`config.mk`:
```
export PLATFORM = sky130hd
export DESIGN_NAME = pe_sequencer
export DESIGN_NICKNAME = d
export VERILOG_FILES = /design/src/rtl/pe_seq_pkg.sv /design/src/rtl/Counter.sv /design/src/rtl/pe_window_counter.sv /design/src/rtl/pe_sequencer.sv
export SDC_FILE = /design/constraint.sdc
export NUM_CORES = 1
export LEC_CHECK = 0
export ABC_AREA = 1
export BUFFER_PORTS_ARGS = -buffer_cell sky130_fd_sc_hd__buf_2
export CAP_MARGIN = 30
export CORE_ASPECT_RATIO = 0.5
export CORE_UTILIZATION = 45
export CTS_BUF_LIST = sky130_fd_sc_hd__clkbuf_2 sky130_fd_sc_hd__clkbuf_4 sky130_fd_sc_hd__clkbuf_8
export DETAILED_ROUTE_END_ITERATION = 10
export GPL_ROUTABILITY_DRIVEN = 1
export PLACE_DENSITY_LB_ADDON = 0.25
export SLEW_MARGIN = 0
export SYNTH_ARGS = -nofsm -noshare
export SYNTH_HDL_FRONTEND = slang
export SYNTH_HIERARCHICAL = 1
export SYNTH_SLANG_ARGS = --single-unit
```
`constraint.sdc`:
```
create_clock -name clk -period 2.35 [get_ports clk]
set_input_delay 0.1175 -clock clk [delete_from_list [all_inputs] [get_ports clk]]
set_output_delay 0.1175 -clock clk [all_outputs]
set_load 0.03 [all_outputs]
```
`src/rtl/pe_seq_pkg.sv`:
```
//------------------------------------------------------------------------------
// pe_seq_pkg : shared state encoding and default widths for pe_sequencer
// Revision   : 1.0
//------------------------------------------------------------------------------
`default_nettype none

package pe_seq_pkg;

  localparam int FILTER_SIZE_REG_SIZE = 8;
  localparam int ROW_CNT_W            = 8;

  typedef enum logic [2:0] {
    IDLE     = 3'd0,
    CONFIG   = 3'd1,
    WAIT     = 3'd2,
    MAC      = 3'd3,
    STORE    = 3'd4,
    NXT_FILT = 3'd5,
    NXT_ROW  = 3'd6,
    DONE     = 3'd7
  } pe_seq_state_t;

endpackage

`default_nettype wire

```
`src/rtl/Counter.sv`:
```
//------------------------------------------------------------------------------
// Counter  : up counter with synchronous clear and count enable
// Revision : 1.0
//------------------------------------------------------------------------------
`default_nettype none

module Counter #(
  parameter int WIDTH = 8
) (
  input  logic             clk,
  input  logic             rst,
  input  logic             clr,
  input  logic             en,
  output logic [WIDTH-1:0] count
);

  always_ff @(posedge clk or posedge rst) begin
    if (rst) begin
      count <= '0;
    end else if (clr) begin
      count <= '0;
    end else if (en) begin
      count <= count + WIDTH'(1);
    end
  end

endmodule

`default_nettype wire

```
`src/rtl/pe_window_counter.sv`:
```
//------------------------------------------------------------------------------
// pe_window_counter : per-window element counter with co_filter cross-check
// Revision          : 1.0
//------------------------------------------------------------------------------
`default_nettype none

module pe_window_counter #(
  parameter int FILTER_SIZE_REG_SIZE = 8
) (
  input  logic                            clk,
  input  logic                            rst,
  input  logic                            load,
  input  logic [FILTER_SIZE_REG_SIZE-1:0] filter_size,
  input  logic                            issue,
  input  logic                            co_filter,
  output logic                            window_end,
  output logic                            err
);

  logic [FILTER_SIZE_REG_SIZE-1:0] size_q;
  logic [FILTER_SIZE_REG_SIZE-1:0] elem_cnt;
  logic [FILTER_SIZE_REG_SIZE-1:0] last_idx;
  logic                            at_last;

  // A zero size behaves as a one-element window.
  assign last_idx   = (size_q == '0) ? '0 : size_q - FILTER_SIZE_REG_SIZE'(1);
  assign at_last    = (elem_cnt == last_idx);
  assign window_end = issue && (co_filter || at_last);

  always_ff @(posedge clk or posedge rst) begin
    if (rst) begin
      size_q   <= '0;
      elem_cnt <= '0;
      err      <= 1'b0;
    end else if (load) begin
      size_q   <= filter_size;
      elem_cnt <= '0;
      err      <= 1'b0;
    end else if (issue) begin
      elem_cnt <= window_end ? '0 : elem_cnt + FILTER_SIZE_REG_SIZE'(1);
      if (co_filter != at_last) begin
        err <= 1'b1;
      end
    end
  end

endmodule

`default_nettype wire

```
`src/rtl/pe_sequencer.sv`:
```
//------------------------------------------------------------------------------
// pe_sequencer : control FSM sequencing the convolution PE datapath
// Revision     : 1.0
//------------------------------------------------------------------------------
`default_nettype none

module pe_sequencer #(
  parameter int FILTER_SIZE_REG_SIZE = pe_seq_pkg::FILTER_SIZE_REG_SIZE,
  parameter int ROW_CNT_W            = pe_seq_pkg::ROW_CNT_W
) (
  input  logic                            clk,
  input  logic                            rst,
  input  logic                            start,
  input  logic [FILTER_SIZE_REG_SIZE-1:0] filter_size,
  input  logic [ROW_CNT_W-1:0]            total_rows,
  input  logic                            psum_ready,
  input  logic                            av_data,
  input  logic                            av_filter,
  input  logic                            co_filter,
  input  logic                            end_of_row,
  input  logic                            end_of_filter,
  output logic                            ld_stride,
  output logic                            ld_fileSize,
  output logic                            put_data,
  output logic                            put_filter,
  output logic                            clear_sum,
  output logic                            store_buffer,
  output logic                            next_filter,
  output logic                            next_row,
  output logic                            busy,
  output logic                            done,
  output logic [ROW_CNT_W-1:0]            row_idx,
  output logic                            err
);

  import pe_seq_pkg::*;

  pe_seq_state_t        state_q;
  pe_seq_state_t        state_d;
  logic [ROW_CNT_W-1:0] rows_q;
  logic [ROW_CNT_W-1:0] last_row;
  logic                 is_config;
  logic                 issue;
  logic                 window_end;
  logic                 row_step;

  assign is_config = (state_q == CONFIG);
  assign issue     = (state_q == MAC) && av_data && av_filter;
  assign last_row  = (rows_q == '0) ? '0 : rows_q - ROW_CNT_W'(1);
  assign row_step  = (state_q == NXT_ROW) && (row_idx != last_row);
  assign busy      = (state_q != IDLE);

  always_ff @(posedge clk or posedge rst) begin
    if (rst) begin
      state_q <= IDLE;
      rows_q  <= '0;
    end else begin
      state_q <= state_d;
      if (is_config) begin
        rows_q <= total_rows;
      end
    end
  end

  always_comb begin
    state_d      = state_q;
    ld_stride    = 1'b0;
    ld_fileSize  = 1'b0;
    put_data     = 1'b0;
    put_filter   = 1'b0;
    clear_sum    = 1'b0;
    store_buffer = 1'b0;
    next_filter  = 1'b0;
    next_row     = 1'b0;
    done         = 1'b0;
    case (state_q)
      IDLE: begin
        if (start) state_d = CONFIG;
      end
      CONFIG: begin
        ld_stride   = 1'b1;
        ld_fileSize = 1'b1;
        clear_sum   = 1'b1;
        state_d     = WAIT;
      end
      WAIT: begin
        if (av_data && av_filter) state_d = MAC;
      end
      MAC: begin
        put_data   = issue;
        put_filter = issue;
        if (window_end) state_d = STORE;
      end
      STORE: begin
        store_buffer = psum_ready;
        clear_sum    = psum_ready;
        if (psum_ready) begin
          if (!end_of_row)         state_d = WAIT;
          else if (!end_of_filter) state_d = NXT_FILT;
          else                     state_d = NXT_ROW;
        end
      end
      NXT_FILT: begin
        next_filter = 1'b1;
        state_d     = WAIT;
      end
      NXT_ROW: begin
        next_row = 1'b1;
        state_d  = row_step ? WAIT : DONE;
      end
      DONE: begin
        done    = 1'b1;
        state_d = IDLE;
      end
      default: state_d = IDLE;
    endcase
  end

  pe_window_counter #(
    .FILTER_SIZE_REG_SIZE(FILTER_SIZE_REG_SIZE)
  ) u_window (
    .clk        (clk),
    .rst        (rst),
    .load       (is_config),
    .filter_size(filter_size),
    .issue      (issue),
    .co_filter  (co_filter),
    .window_end (window_end),
    .err        (err)
  );

  Counter #(
    .WIDTH(ROW_CNT_W)
  ) u_rows (
    .clk  (clk),
    .rst  (rst),
    .clr  (is_config),
    .en   (row_step),
    .count(row_idx)
  );

endmodule

`default_nettype wire

```
; Yosys cells after proc, flatten, opt, wreduce, memory -nomap -nowiden
; Cells that the tools add are included.
; W data, S select, Z words.
[op_classes]
addsub = 4
eq_ne = 14
mux = 25
n_reduce_logical = 16
[op_table]
columns = op, count
row1 = $mux W8, 7
row2 = $pmux W3 S7, 1
row3 = $mux W3, 6
row4 = $add A8 B1 Y8 const B, 2
row5 = $logic_not A8 Y1, 2
row6 = $sub A8 B1 Y8 const B, 2
row7 = $eq A3 B3 Y1 const B, 4
row8 = $mux W1, 9
row9 = $eq A8 B8 Y1, 1
row10 = $ne A8 B8 Y1, 1
row11 = $eq A3 B2 Y1 const B, 2
row12 = $ne A2 B2 Y1 const B, 3
row13 = $reduce_bool A2 Y1, 3
row14 = $logic_and A1 B1 Y1, 5
row15 = $reduce_and A4 Y1, 1
row16 = $eq A3 B1 Y1 const B, 1
row17 = $logic_not A3 Y1, 1
row18 = $reduce_bool A3 Y1, 1
row19 = $mux W2, 1
row20 = $ne A2 B1 Y1 const B, 1
row21 = $pmux W1 S2, 1
row22 = $reduce_and A2 Y1, 1
row23 = $reduce_or A2 Y1, 1
row24 = $logic_or A1 B1 Y1, 1
row25 = $ne A1 B1 Y1, 1
[totals]
register_bits = 36
inputBits = 25
word_cells = 65

; Logic depth before layout (Yosys ltp)
[logic_depth]
depth_word = 8
mapped_depth = 18
mapped_depth_nobuf = 18

; Hierarchy
; Netlist, hierarchy kept.
[by_module_without_submodules]
columns = module, n_inst, cells_per_inst, area_per_inst_um2
row1 = pe_window_counter, 1, 162, 1111.1
row2 = pe_sequencer, 1, 156, 950.9
row3 = Counter, 1, 63, 479.2

; Least setup slack after synthesis
; No wires, ideal clock.
[synth_path]
kind = register to register
start = reg state_q[2]
end = reg u_rows.count[6]
t_arrival_ns = 2.217
path_slack_ns = 0.019
path_stages_with_launch = 9
path_buffers = 0
synth_period_minus_slack_ns = 2.331
path_cell_list = dfrtp_1 -> inv_1 -> nor3_1 -> a21boi_0 -> nor2_4 -> nor2_4 -> nand4_1 -> nand2_1 -> nor2_1
[synth_between]
elab_chain_cells = 3
[synth_lines]
columns = item, line
row1 = from (decl), pe_sequencer.sv:38  ; pe_seq_state_t state_q;
row2 = from (signal assigned), pe_sequencer.sv:58  ; state_q <= state_d;
row3 = $eq A3 B3 Y1, pe_sequencer.sv:50  ; assign row_step = (state_q == NXT_ROW) && (row_idx != last_row);
row4 = $logic_and A1 B1 Y1, pe_sequencer.sv:50
row5 = via row_step, pe_sequencer.sv:45  ; logic row_step;
row6 = $reduce_bool A2 Y1 (no source line), -
row7 = to (signal assigned), Counter.sv:23  ; count <= count + WIDTH'(1);
row8 = to (decl), Counter.sv:14  ; output logic [WIDTH-1:0] count
; The timed path passes the listed nets, and every way through them passes these cells.
; A chain may end at the register's enable or synchronous reset.

; Final worst setup path
[layout_path]
start = reg u_window.size_q[1]
end = reg state_q[0]
[layout_between]
elab_chain_cells = 7
[layout_lines]
columns = item, line
row1 = from (decl), pe_window_counter.sv:20  ; logic [FILTER_SIZE_REG_SIZE-1:0] size_q;
row2 = from (signal assigned), pe_window_counter.sv:36  ; size_q <= filter_size;
row3 = $sub A8 B1 Y8 / $logic_not A8 Y1 (equally long branches), pe_window_counter.sv:26  ; assign last_idx = (size_q == '0) ? '0 : size_q - FILTER_SIZE_REG_SIZE'(1);
row4 = $mux W8 *, pe_window_counter.sv:26
row5 = $eq A8 B8 Y1 *, pe_window_counter.sv:27  ; assign at_last = (elem_cnt == last_idx);
row6 = $logic_or A1 B1 Y1 *, pe_window_counter.sv:28  ; assign window_end = issue && (co_filter || at_last);
row7 = $logic_and A1 B1 Y1 *, pe_window_counter.sv:28
row8 = via window_end, pe_sequencer.sv:44  ; logic window_end;
row9 = $ne A2 B1 Y1 (no source line) *, -
row10 = $reduce_and A4 Y1 (no source line) *, -
; Mark *: on every way through the listed nets, which the timed path passes. The rest lies on a longest branch.

==> impl_metrics.env <==
export IMPL_outcome="finished clean"
export IMPL_ys_ff_latch=36
export IMPL_cts_buffer_depth=2
export IMPL_power_density_mw_per_mm2=1300
export IMPL_area_delta_synth_final_pct=26.5
export IMPL_max_freq_mhz=439
export IMPL_p_int_mw=2.09
export IMPL_grt_pass1_vias=2447
export IMPL_track_usage_pct=23.1
export IMPL_layout_min_cycle_time_ps=2280
export IMPL_dr_pass1_iters=4
export IMPL_path_cells="inv_2 -> ha_4 -> buf_4 -> nand3_1 -> nand2_1 -> nand2_1 -> nand2_1 -> nand2_1 -> nor2_1 -> nand3_1 -> ha_2 -> nor2_4 -> nor2_2 -> nor2_1 -> nand2_1 -> nor2_1 -> a21oi_1"
export IMPL_seq_area_frac_synth_pct=35.5
export IMPL_clockPowerShare_pct=13.4
export IMPL_m1WireLength_microns=2810
export IMPL_rows=18
export IMPL_gr_total_overflow=0
export IMPL_seqPwrFrac_pct=26.1
export IMPL_skew_ps=3.13
export IMPL_core_area_sq_mm=0.00518
export IMPL_drt_iter0_markers=141
export IMPL_cts_root_buffer="clkbuf_8"
export IMPL_dieArea_sq_mm=0.00597
export IMPL_cts_tree="done"
export IMPL_hold_viol_final=0
export IMPL_end_kind="flop"
export IMPL_cts_sinks=36
export IMPL_die_w_microns=108
export IMPL_p_leak_nw=1.64
export IMPL_crit_buf_inv=2
export IMPL_reg2reg_depth=17
export IMPL_irDropWorstVdd_uv=633
export IMPL_crit_path_frequent_cell="nand2_1"
export IMPL_layout_setup_ws_ps=71.3
export IMPL_drcViolationCount=0
export IMPL_power_frac_comb_pct=60.5
export IMPL_ys_flop_type="dfrtp_1"
export IMPL_r2r_end="state_q[0]"
export IMPL_highest_layer="met4"
export IMPL_worst_pin_slew_ps=671
export IMPL_rsz0062_at_grt="true"
export IMPL_switchingPower_mw=2.09
export IMPL_max_stage_delay_ps=400
export IMPL_clock_latency_ps=290
export IMPL_start_util_pct=49.1
export IMPL_vias=2583
export IMPL_ys_warn_count=6
export IMPL_dp_worst_setup_slack_ps=-7.88
export IMPL_path_delay_family="simple AND/OR/NAND/NOR gates"
export IMPL_slew_limit_headroom_pct=55.2
export IMPL_synth_cell_types=31
export IMPL_hp_class="input pin to flop"
export IMPL_final_cell_mix="nand2_1 (98), inv_1 (56), buf_2 (43)"
export IMPL_cp_start_kind="flop"
export IMPL_synth_edf_count=0
export IMPL_met3WireLength_microns=286
export IMPL_avgViaCountPerCell=5.04
export IMPL_syn_area_sq_mm=0.00254
export IMPL_clkTransAtPathRegs_ps=70
export IMPL_hpwl_microns=4680
export IMPL_crit_arrival_ps=2450
export IMPL_fill_cells=458
export IMPL_gp_congestion=0.901
export IMPL_dr_wl_met2_microns=3310
export IMPL_cts_buffers_inserted=5
export IMPL_grt_start_max_net_pins=22
export IMPL_reg2reg_from="u_window/size_q[1]"
export IMPL_routedWlPerCell_microns=12.6
export IMPL_worstSetupPathType="flop to flop"
export IMPL_min_to="u_window/size_q[2]"
export IMPL_portBuffers=43
export IMPL_diodes=0
export IMPL_avgSynthCellArea_sq_um=6.67
export IMPL_syn_inst=381
export IMPL_hold_depth=3
export IMPL_slew_violations=0
export IMPL_ant_nets=0
export IMPL_h_tree_depth=2
export IMPL_die_h_microns=55.1
export IMPL_ios=44
export IMPL_final_common_cell="nand2_1"
export IMPL_fin_crit_sh_pct=97.0
export IMPL_critPathSlowestCell="dfrtp_1"
export IMPL_worstPathRequired_ps=2520
export IMPL_setup_tns_ps=0
export IMPL_swShare_pct=50.0
export IMPL_nNetsFinal=472
export IMPL_setup_viol=0
export IMPL_min_from="filter_size[2]"
export IMPL_final_layout_size_suffix_gt1_share_pct=28.9
export IMPL_ff2ff_setup_slack_ps=70
export IMPL_synthArstFlopShare_pct=100
export IMPL_synth_fp_nets=411
export IMPL_crit_path_max_fanout=3
export IMPL_routed_wl_microns=6470
export IMPL_antenna_found_initial=0
export IMPL_drv_cap=0
export IMPL_grt_pass1_wl_microns=10500
## synthesized netlist by cell type, types with 2 or more instances
cell / count / area share (%)
nand2_1: 103 / 15
nor2_1: 44 / 6.5
o211ai_1: 2 / 0.59
inv_1: 61 / 9.0
o21ai_0: 28 / 5.5
xor2_1: 3 / 1.0
nand3_2: 2 / 0.79
nor3_1: 5 / 0.98
nand2_2: 3 / 0.74
nand4_1: 9 / 2.2
ha_1: 5 / 2.5
o21ai_1: 3 / 0.59
a21oi_1: 9 / 1.8
nor2_4: 7 / 3.1
buf_4: 3 / 0.89
nand3_1: 35 / 6.9
nor3b_1: 2 / 0.59
nor2_2: 6 / 1.5
dfrtp_1: 36 / 35
inv_2: 4 / 0.59
## power groups by stage
| stage | Sequential [mW] | Clock (mW) | Combinational [mW] |
|---|---|---|---|
| 5_1_grt | 1.12 | 0.598 | 2.83 |
| 3_3_place_gp | 1.05 | 0 | 2.05 |
| 4_1_cts | 1.05 | 0.576 | 2.14 |
| 2_1_floorplan | 1.05 | 0 | 1.59 |
| 3_5_place_dp | 1.06 | 0 | 2.12 |
| 6_report | 1.09 | 0.559 | 2.53 |
## worst max path at each step
stage / startpoint / end / slack [ps] / cells past startpoint
after floorplan: state_q[2] / u_rows/count[6] / 20 / 8
after global placement: u_window/size_q[1] / state_q[0] / 90 / 16
after detailed placement: u_window/size_q[0] / state_q[0] / -8 / 16
after CTS: u_window/size_q[0] / state_q[0] / 30 / 16
after global routing: u_window/size_q[0] / state_q[0] / -60 / 17
final: u_window/size_q[1] / state_q[0] / 70 / 17
## timing repair
item / in CTS / in global routing
setup endpoints to repair: 1 / 18
hold buffers: 1 / 0
resized for setup: 1 / 49
pin swaps: 0 / 34
buffers inserted: 0 / 7
hold endpoints to repair: 36 / 0
gates cloned: 0 / 1
## sequential cells by signal (all words and copies together) (netlist names)
name,count
u_rows/count,8
u_window/size_q,8
u_window/elem_cnt,8
rows_q,8
u_window/err,1
state_q,3
## layer usage
layer / vias to the layer above / GRT usage, %
li1: 1322 / -
met5: - / 0
met3: 9 / 4.92
met2: 54 / 44.6
met4: 0 / 6.98
met1: 1198 / 26.8
## tightest hold or removal path, delay by kind of cell
| family | cells | cell delay (ps) |
|---|---|---|
| buffers and inverters | 1 | 70 |
| AND/OR/NAND/NOR | 1 | 40 |
| AO/OA/AOI/OAI | 1 | 60 |
## stage by stage
step                      hold WS (ps)  cell area [sq um]  instances  power, mW  utilization [%]
after CTS                         22.6               3000        506       3.77             57.9
final                             30.8               3220        513       4.19             62.1
after global placement             105               2880        497       3.10             55.5
after global routing              46.2               3220        513       4.55             62.1
after floorplan                  -66.8               2540        381       2.64                -
after detailed placement           112               2880        497       3.17             55.5
## cell families after synthesis
| group | count (synthesis) | share of synthesized area, % |
|---|---|---|
| AND/OR/NAND/NOR | 220 | 40.3 |
| buffers and inverters | 71 | 11.0 |
| AO/OA/AOI/OAI | 45 | 9.40 |
| flip-flops | 36 | 35.5 |
| adder cells (fa/ha/maj) | 5 | 2.46 |
| XOR/XNOR | 4 | 1.38 |
## layout make-up
| cell class | instances | area, sq um | area share, % |
|---|---|---|---|
| Multi-Input combinational cell | 275 | 1540 | 47.8 |
| Sequential cell | 36 | 902 | 28.1 |
| Timing Repair Buffer | 58 | 330 | 10.3 |
| Inverter | 66 | 248 | 7.70 |
| Tap cell | 70 | 87.6 | 2.72 |
| Clock buffer | 6 | 76.3 | 2.37 |
| Clock inverter | 2 | 35.0 | 1.09 |
No activity file was read; power rests on OpenSTA's default activity.
